[config.mk]
export PLATFORM = sky130hd
export DESIGN_NAME = calc_sequencer
export DESIGN_NICKNAME = d
export VERILOG_FILES = /design/src/rtl/calc_seq_pkg.sv /design/src/rtl/calc_sequencer_button_sync.sv /design/src/rtl/calc_sequencer.sv
export SDC_FILE = /design/constraint.sdc
export NUM_CORES = 1
export LEC_CHECK = 0
export CAP_MARGIN = 10
export CORE_MARGIN = 4
export CORE_UTILIZATION = 39
export DETAILED_ROUTE_END_ITERATION = 7
export GPL_TIMING_DRIVEN = 0
export PLACE_DENSITY_LB_ADDON = 0.05
export SYNTH_ARGS = -nofsm -noshare
export SYNTH_HDL_FRONTEND = slang
export SYNTH_HIERARCHICAL = 1
export SYNTH_SLANG_ARGS = --single-unit
[constraint.sdc]
create_clock -name clk -period 4.4 [get_ports clk]
set_clock_uncertainty 0.05 [all_clocks]
set_input_delay 0.88 -clock clk [delete_from_list [all_inputs] [get_ports clk]]
set_output_delay 0.88 -clock clk [all_outputs]
set_load 0.02 [all_outputs]
[src/rtl/calc_seq_pkg.sv]
// rtl/calc_seq_pkg.sv - shared encodings for the calculator sequencer
`timescale 1ns/1ps

package calc_seq_pkg;

    // Sequencer state encoding
    localparam logic [2:0] ST_GET_A  = 3'd0;
    localparam logic [2:0] ST_GET_B  = 3'd1;
    localparam logic [2:0] ST_EXEC   = 3'd2;
    localparam logic [2:0] ST_SHOW   = 3'd3;
    localparam logic [2:0] ST_ERROR  = 3'd4;

    // ALU opcodes
    localparam logic [1:0] OP_ADD = 2'b00;
    localparam logic [1:0] OP_SUB = 2'b01;
    localparam logic [1:0] OP_MUL = 2'b10;
    localparam logic [1:0] OP_DIV = 2'b11;

    // Display mux select codes
    localparam logic [1:0] DISP_A    = 2'b00;
    localparam logic [1:0] DISP_B    = 2'b01;
    localparam logic [1:0] DISP_EXEC = 2'b10;
    localparam logic [1:0] DISP_SHOW = 2'b11;

    // Status LED patterns
    localparam logic [9:0] LED_GET_A = 10'b0000000001;
    localparam logic [9:0] LED_GET_B = 10'b0000000010;
    localparam logic [9:0] LED_EXEC  = 10'b0000000100;
    localparam logic [9:0] LED_SHOW  = 10'b0000001000;
    localparam logic [9:0] LED_ERROR = 10'b1111111111;

    typedef struct packed {
        logic [1:0] disp;
        logic [9:0] led;
    } status_t;

    // Board-facing status for a given state; ERROR keeps the EXEC display
    // so the operands that failed stay visible.
    function automatic status_t status_for_state(input logic [2:0] st);
        status_t s;
        case (st)
            ST_GET_B: s = '{disp: DISP_B,    led: LED_GET_B};
            ST_EXEC:  s = '{disp: DISP_EXEC, led: LED_EXEC};
            ST_SHOW:  s = '{disp: DISP_SHOW, led: LED_SHOW};
            ST_ERROR: s = '{disp: DISP_EXEC, led: LED_ERROR};
            default:  s = '{disp: DISP_A,    led: LED_GET_A};
        endcase
        return s;
    endfunction

endpackage

[src/rtl/calc_sequencer_button_sync.sv]
// rtl/calc_sequencer_button_sync.sv - enter button synchroniser and rising-edge detector
`timescale 1ns/1ps

module button_sync (
    input  logic clk,
    input  logic reset,
    input  logic button_raw,
    output logic enter_pulse
);

    logic sync1_q, sync1_d;
    logic sync2_q, sync2_d;
    logic prev_q,  prev_d;

    // Shift the raw level through two metastability flops and a history flop
    always_comb begin
        sync1_d = button_raw;
        sync2_d = sync1_q;
        prev_d  = sync2_q;
    end

    // All flops reset high so a button held through reset never looks like a press
    always_ff @(posedge clk or posedge reset) begin
        if (reset) begin
            sync1_q <= 1'b1;
            sync2_q <= 1'b1;
            prev_q  <= 1'b1;
        end else begin
            sync1_q <= sync1_d;
            sync2_q <= sync2_d;
            prev_q  <= prev_d;
        end
    end

    assign enter_pulse = sync2_q & ~prev_q;

endmodule

[src/rtl/calc_sequencer.sv]
// rtl/calc_sequencer.sv - calculator operand/issue sequencer; CALC_CHAIN_EN chains result into A
`timescale 1ns/1ps

module calc_sequencer #(
    parameter int DATA_W      = 40,
    parameter int ALU_TIMEOUT = 64
) (
    input  logic              clk,
    input  logic              reset,
    input  logic              enter_button,
    input  logic              enable_switch,
    input  logic [1:0]        op_sel,
    input  logic [DATA_W-1:0] in_val,
    output logic              alu_start,
    output logic [1:0]        alu_op,
    output logic [DATA_W-1:0] alu_a,
    output logic [DATA_W-1:0] alu_b,
    input  logic              alu_done,
    input  logic              alu_err,
    input  logic [DATA_W-1:0] alu_result,
    output logic [DATA_W-1:0] result,
    output logic              busy,
    output logic [1:0]        display_sel,
    output logic [9:0]        led
);

    import calc_seq_pkg::*;

    localparam int              CNT_W     = $clog2(ALU_TIMEOUT + 1);
    localparam logic [CNT_W-1:0] CNT_LIMIT = CNT_W'(ALU_TIMEOUT);

    logic enter_pulse;
    logic press;

    button_sync u_button_sync (
        .clk         (clk),
        .reset       (reset),
        .button_raw  (enter_button),
        .enter_pulse (enter_pulse)
    );

    assign press = enter_pulse & enable_switch;

    logic [2:0]        state_q,     state_d;
    logic [DATA_W-1:0] alu_a_q,     alu_a_d;
    logic [DATA_W-1:0] alu_b_q,     alu_b_d;
    logic [1:0]        alu_op_q,    alu_op_d;
    logic [DATA_W-1:0] result_q,    result_d;
    logic              alu_start_q, alu_start_d;
    logic [CNT_W-1:0]  cnt_q,       cnt_d;
    logic              busy_q,      busy_d;
    logic [1:0]        disp_q,      disp_d;
    logic [9:0]        led_q,       led_d;
    logic [CNT_W-1:0]  cnt_inc;
    status_t           status_d;

    assign cnt_inc = cnt_q + CNT_W'(1);

    // Sequencer FSM: operand capture, ALU issue, watchdog and result capture
    always_comb begin
        state_d     = state_q;
        alu_a_d     = alu_a_q;
        alu_b_d     = alu_b_q;
        alu_op_d    = alu_op_q;
        result_d    = result_q;
        cnt_d       = cnt_q;
        alu_start_d = 1'b0;
        case (state_q)
            ST_GET_A: begin
                if (press) begin
                    alu_a_d = in_val;
                    state_d = ST_GET_B;
                end
            end
            ST_GET_B: begin
                if (press) begin
                    alu_b_d     = in_val;
                    alu_op_d    = op_sel;
                    cnt_d       = '0;
                    alu_start_d = 1'b1;
                    state_d     = ST_EXEC;
                end
            end
            ST_EXEC: begin
                // Presses are dropped here; a done on the last watchdog cycle still wins
                cnt_d = cnt_inc;
                if (alu_done) begin
                    if (alu_err) begin
                        state_d = ST_ERROR;
                    end else begin
                        result_d = alu_result;
                        state_d  = ST_SHOW;
                    end
                end else if (cnt_inc == CNT_LIMIT) begin
                    state_d = ST_ERROR;
                end
            end
            ST_SHOW: begin
                if (press) begin
`ifdef CALC_CHAIN_EN
                    alu_a_d = result_q;
                    state_d = ST_GET_B;
`else
                    alu_a_d = '0;
                    alu_b_d = '0;
                    state_d = ST_GET_A;
`endif
                end
            end
            ST_ERROR: begin
                if (press) begin
                    alu_a_d = '0;
                    alu_b_d = '0;
                    state_d = ST_GET_A;
                end
            end
            default: begin
                state_d = ST_GET_A;
            end
        endcase
    end

    // Status outputs are decoded from the next state so they register alongside it
    always_comb begin
        status_d = status_for_state(state_d);
        disp_d   = status_d.disp;
        led_d    = status_d.led;
        busy_d   = (state_d == ST_EXEC);
    end

    // State and output registers
    always_ff @(posedge clk or posedge reset) begin
        if (reset) begin
            state_q     <= ST_GET_A;
            alu_a_q     <= '0;
            alu_b_q     <= '0;
            alu_op_q    <= OP_ADD;
            result_q    <= '0;
            alu_start_q <= 1'b0;
            cnt_q       <= '0;
            busy_q      <= 1'b0;
            disp_q      <= DISP_A;
            led_q       <= LED_GET_A;
        end else begin
            state_q     <= state_d;
            alu_a_q     <= alu_a_d;
            alu_b_q     <= alu_b_d;
            alu_op_q    <= alu_op_d;
            result_q    <= result_d;
            alu_start_q <= alu_start_d;
            cnt_q       <= cnt_d;
            busy_q      <= busy_d;
            disp_q      <= disp_d;
            led_q       <= led_d;
        end
    end

    assign alu_start   = alu_start_q;
    assign alu_op      = alu_op_q;
    assign alu_a       = alu_a_q;
    assign alu_b       = alu_b_q;
    assign result      = result_q;
    assign busy        = busy_q;
    assign display_sel = disp_q;
    assign led         = led_q;

endmodule
## After elaboration in Yosys (flattened, before gate mapping)

Index checks and enable logic that the tools add are counted.

| storage, ports and cells | value |
|---|---|
| word-level logic and storage cells | 56 |
| input port bits | 88 |
| register bits | 149 |

| operators by class | value |
|---|---|
| reduce and logical (&&, ||, !) cells | 10 |
| mux-type cells | 16 |
| $add $sub $neg | 1 |
| equal/unequal tests | 12 |
| bitwise gates (word level) | 4 |

Operators by type and width:

| cell | number |
|---|---|
| one-hot mux 40 bit (2 select lines) | 2 |
| two-way mux 40 bit | 2 |
| one-hot mux 12 bit (4 select lines) | 1 |
| two-way mux 3 bit | 6 |
| one-hot mux 7 bit (2 select lines) | 1 |
| equality test 3 x 2 -> 1 bit (second input constant) | 4 |
| one-hot mux 3 bit (4 select lines) | 1 |
| AND reduction 3 bit | 3 |
| adder 7 x 1 -> 7 bit (second input constant) | 1 |
| equality test 7 bit (second input constant) | 1 |
| two-way mux 7 bit | 1 |
| equality test 3 x 1 -> 1 bit (second input constant) | 2 |
| equality test 3 bit (second input constant) | 2 |
| nonzero test 2 bit | 3 |
| != test 2 bit (second input constant) | 2 |
| AND reduction 2 bit | 2 |
| zero test 3 bit | 1 |
| bitwise AND 1 bit | 2 |
| two-way mux 1 bit | 2 |
| != test 2 x 1 -> 1 bit (second input constant) | 1 |
| NOT 1 bit | 2 |
| OR reduction 2 bit | 1 |

## Longest topological paths before layout

| depth | value |
|---|---|
| depth after elaboration | 7 |
| depth in mapped cells | 6 |
| mapped depth without buffers | 5 |

## Cells and area by module

The synthesis kept the hierarchy.

By module, submodules not included:

| module | cells an instance | area an instance (um^2) | instances |
|---|---|---|---|
| calc_sequencer | 468 | 5562.8 | 1 |
| button_sync | 5 | 96.3 | 1 |

## Worst setup path before layout

Ideal clock, no wire load.

| timing path | value |
|---|---|
| kind | input to register |
| start | input port alu_done |
| end | register result_q[0] (netlist: result[0]) |
| setup time | 0.128 ns |
| arrival | 1.906 ns |
| slack | 2.317 ns |
| data required time | 4.222 ns |
| stages on the path | 5 |
| buffers on the path | 2 |
| path through | clkbuf_1 > nor2b_1 > nand2_1 > buf_2 > mux2_1 |

| on the way | value |
|---|---|
| word-level cells in the longest chain between the ends | 1 |

RTL lines:

| item | RTL line | RTL |
|---|---|---|
| from (decl) | calc_sequencer.sv:18 | `input logic alu_done,` |
| AND reduction 3 bit (no source line) | -- |  |
| to (signal assigned) | calc_sequencer.sv:149 | `result_q <= result_d;` |
| to (decl) | calc_sequencer.sv:48 | `logic [DATA_W-1:0] result_q, result_d;` |

No other way between the ends.
A chain may end at the register's enable or synchronous reset.

## Worst setup path after layout

| timing path | value |
|---|---|
| start | input port enable_switch |
| end | register alu_b_q[24] (netlist: alu_b[24]) |

| on the way | value |
|---|---|
| word-level cells in the longest chain between the ends | 3 |

RTL lines:

| item | RTL line | RTL |
|---|---|---|
| from (decl) | calc_sequencer.sv:11 | `input logic enable_switch,` |
| bitwise AND 1 bit * | calc_sequencer.sv:42 | `assign press = enter_pulse & enable_switch;` |
| != test 2 bit (no source line) / != test 2 x 1 -> 1 bit (equally long branches) | -- |  |
| AND reduction 3 bit (no source line) * | -- |  |
| to (signal assigned) | calc_sequencer.sv:147 | `alu_b_q <= alu_b_d;` |
| to (decl) | calc_sequencer.sv:46 | `logic [DATA_W-1:0] alu_b_q, alu_b_d;` |

Mark *: on every way between the ends. The rest lies on a longest branch, timed or not.

==> impl_metrics.tcl <==
set metrics [dict create \
    syn-cell-area_um2 5660 \
    p_leak_nw 3.96 \
    cts-root-buf "clkbuf_16" \
    highest_layer "met4" \
    worstPathMaxFanout 10 \
    async_flop_share_pct 100 \
    ys.warnings.count 6 \
    met1_length_um 6810 \
    cts_tree "done" \
    place.gp.congestion 0.810 \
    grt_use_total_pct 19.0 \
    cts_hold_buffers 0 \
    synth_seq_cells 144 \
    reg2reg_depth 5 \
    drt_pass1_iterations 4 \
    clock_sinks 144 \
    ir_drop_v 0.000386 \
    rsz0062_at_grt "no" \
    r2r-end "alu_b[24]$_DFFE_PP0P_" \
    grt_max_degree 43 \
    reg2reg_slack_ns 2.10 \
    numCtsBuffers 17 \
    synth_ff_type "dfrtp_1" \
    required_ns 4.70 \
    hpwl_um 11700 \
    cts_setup_buffers 0 \
    viasPerCell 4.97 \
    cp-endpoint "alu_b[24]$_DFFE_PP0P_" \
    setup_violations 0 \
    rows 43 \
    area_growth_pct 55.6 \
    fmax_mhz 383 \
    grt-ovfl-total 0 \
    diodes 0 \
    drt.antenna.violating_nets 0 \
    drive_gt1_share_pct 7.12 \
    fin_tns_setup_ns 0 \
    yosysUniqueCellTypes 43 \
    clkTransAtPathRegs_ns 0.06 \
    criticalPathCategory "in -> reg" \
    final_cells 910 \
    core_um2 14000 \
    ctsResizeCount 0 \
    endpoint_kind "register" \
    synth-edff-count 0 \
    maxCapViolCount 0 \
    synth_cells 473 \
    grt_pass1_wl_um 24700 \
    htreeDepth 4 \
    drt_iter0_drc 157 \
    tightest_slew_ns 0.826 \
    ys_seq_area_share_pct 63.8 \
    die_area_um2 16500 \
    startpoint_type "primary input" \
    antenna_found_initial 0 \
    hold_viol_final 0 \
    drc_errors 0 \
    grt_pass1_vias 4673 \
    start_util_pct 40.3 \
    die_h_um 128 \
    fp.dieW_um 128 \
    min_path_type "reg -> reg" \
    outcome "finished, final reports clean" \
    drv_slew 0 \
    worstSkewPairLatency_ns 0.41 \
    min_period_ns 2.61 \
    p_per_area_nw_per_um2 770 \
    portBuffers 222 \
    max_slew_margin_pct 44.6 \
    cp-startpoint "enable_switch" \
    drt_wl_total_um 15700 \
    boundaryPins 224 \
    clock_path_buffers 2 \
    wl_met2_um 7210 \
    syn_avg_cell_area_um2 12.0 \
    synth_fp_nets 562 \
    placedCellCount 878 \
    wl_per_cell_um 17.2 \
    crit_arrival_ns 2.91 \
    route.met3.wl_um 1410 \
    via_count 4525 \
    nets 806 \
    reg2reg_from "u_button_sync/prev_d$_DFF_PP1_" \
    finalCritPeriodShare_pct 59.3 \
]
final cells by class:
class	instances	area, µm²
fillers	1158	5230
flip-flops and latches	144	3610
clock inverters	10	184
inverters	7	30.0
plain buffers	35	159
clock buffers	22	454
repair buffers	225	2280
multi-input cells	287	1870
well taps	180	225
state kept, by name, indices dropped and copies added (netlist names):
signal and cells:
alu_a 40, alu_b 40, alu_op 2, alu_start 1
busy 1, cnt_q 7, display_sel 2, led 5
result 40, state_q 3, u_button_sync/prev_d 1, u_button_sync/prev_q 1
u_button_sync/sync1_q 1
metrics by stage:
stage | power, mW | setup slack (ns) | hold WS [ns] | instance area (µm²) | util, %
detailed placement | 5.29 | 1.34 | 0.302 | 8170 | 58.2
global placement | 5.22 | 0.488 | 0.301 | 8110 | 57.8
CTS | 6.87 | 1.74 | 0.311 | 8810 | 62.7
floorplan | 3.72 | 1.71 | 0.295 | 5660 | -
finish | 6.78 | 1.79 | 0.310 | 8810 | 62.7
global route | 7.16 | 1.57 | 0.315 | 8810 | 62.7
critical path, cell delays in order:
cell and delay, ns:
clkdlybuf4s50_1 0.54, nand2_1 0.15, nor3_2 0.65, clkbuf_1 0.45
a22o_1 0.23
worst min path at each step:
stage,startpoint,end,slack [ns],cells past startpoint
2_1_floorplan,u_button_sync/sync1_q$_DFF_PP1_,u_button_sync/prev_d$_DFF_PP1_,0.30,0
3_3_place_gp,u_button_sync/sync1_q$_DFF_PP1_,u_button_sync/prev_d$_DFF_PP1_,0.30,0
3_5_place_dp,u_button_sync/sync1_q$_DFF_PP1_,u_button_sync/prev_d$_DFF_PP1_,0.30,0
4_1_cts,u_button_sync/sync1_q$_DFF_PP1_,u_button_sync/prev_d$_DFF_PP1_,0.31,0
5_1_grt,u_button_sync/sync1_q$_DFF_PP1_,u_button_sync/prev_d$_DFF_PP1_,0.31,0
6_report,u_button_sync/sync1_q$_DFF_PP1_,u_button_sync/prev_d$_DFF_PP1_,0.31,0
synth_stat cells, drive strengths merged, types with 2 or more instances:
master / n / area [µm²]
dfrtp: 140 / 3500
nand2: 94 / 353
o21ai: 52 / 260
mux2: 43 / 484
a22o: 41 / 359
clkbuf: 23 / 86.3
buf: 12 / 72.6
inv: 7 / 26.3
nor2: 7 / 26.3
nand2b: 5 / 31.3
dfstp: 4 / 105
nand3: 4 / 20.0
a21oi: 3 / 15.0
a31oi: 3 / 18.8
and3b: 3 / 26.3
nor3: 3 / 20.0
o211ai: 3 / 22.5
a21o: 2 / 15.0
and3: 2 / 12.5
nor2b: 2 / 20.0
o22ai: 2 / 12.5
o31ai: 2 / 15.0
metal layers:
metal  global-route usage (%)  vias up
met1                     24.5     2193
met5                        0        -
met2                     29.3      176
li1                         -     2139
met3                     7.80       17
met4                     6.37        0
cells in the final DEF, fill, tap and decap left out, types with 2 or more instances in the layout:
cell type / synthesis / final
bufinv_16: 0 / 5
nand2_1: 94 / 94
and3b_1: 3 / 3
o211ai_1: 3 / 3
buf_12: 0 / 3
buf_2: 7 / 7
o21ai_1: 34 / 34
a22o_1: 41 / 41
o31ai_1: 2 / 2
dfrtp_1: 140 / 140
nand2b_1: 5 / 5
nand3_1: 4 / 4
nor2_1: 7 / 7
clkinv_2: 0 / 2
o22ai_1: 2 / 2
buf_4: 5 / 5
o21ai_0: 18 / 18
clkbuf_16: 0 / 17
dfstp_2: 4 / 4
clkinvlp_4: 0 / 3
a31oi_1: 3 / 3
and3_1: 2 / 2
inv_1: 7 / 6
a21oi_1: 3 / 3
a21o_1: 2 / 2
clkdlybuf4s50_1: 0 / 222
clkbuf_1: 23 / 27
nor3_1: 2 / 2
mux2_1: 42 / 42
logic make-up (layout without fill, tap and decap cells):
family / count (synthesis) / count (layout) / share of synthesized area [%]
flops: 144 / 144 / 63.8
simple gates: 125 / 125 / 9.93
compound gates: 116 / 116 / 14.0
mux: 43 / 43 / 8.56
buf+inv: 42 / 299 / 3.27
xor+xnor: 2 / 2 / 0.310
fa+ha+maj: 1 / 1 / 0.221
report_power, final:
| part | internal, mW | switching (mW) | total [mW] |
|---|---|---|---|
| combinational | 1.45 | 1.54 | 2.99 |
| sequential | 1.92 | 0.325 | 2.25 |
| clock | 1.02 | 0.528 | 1.55 |
(Power assumes the default switching activity.)
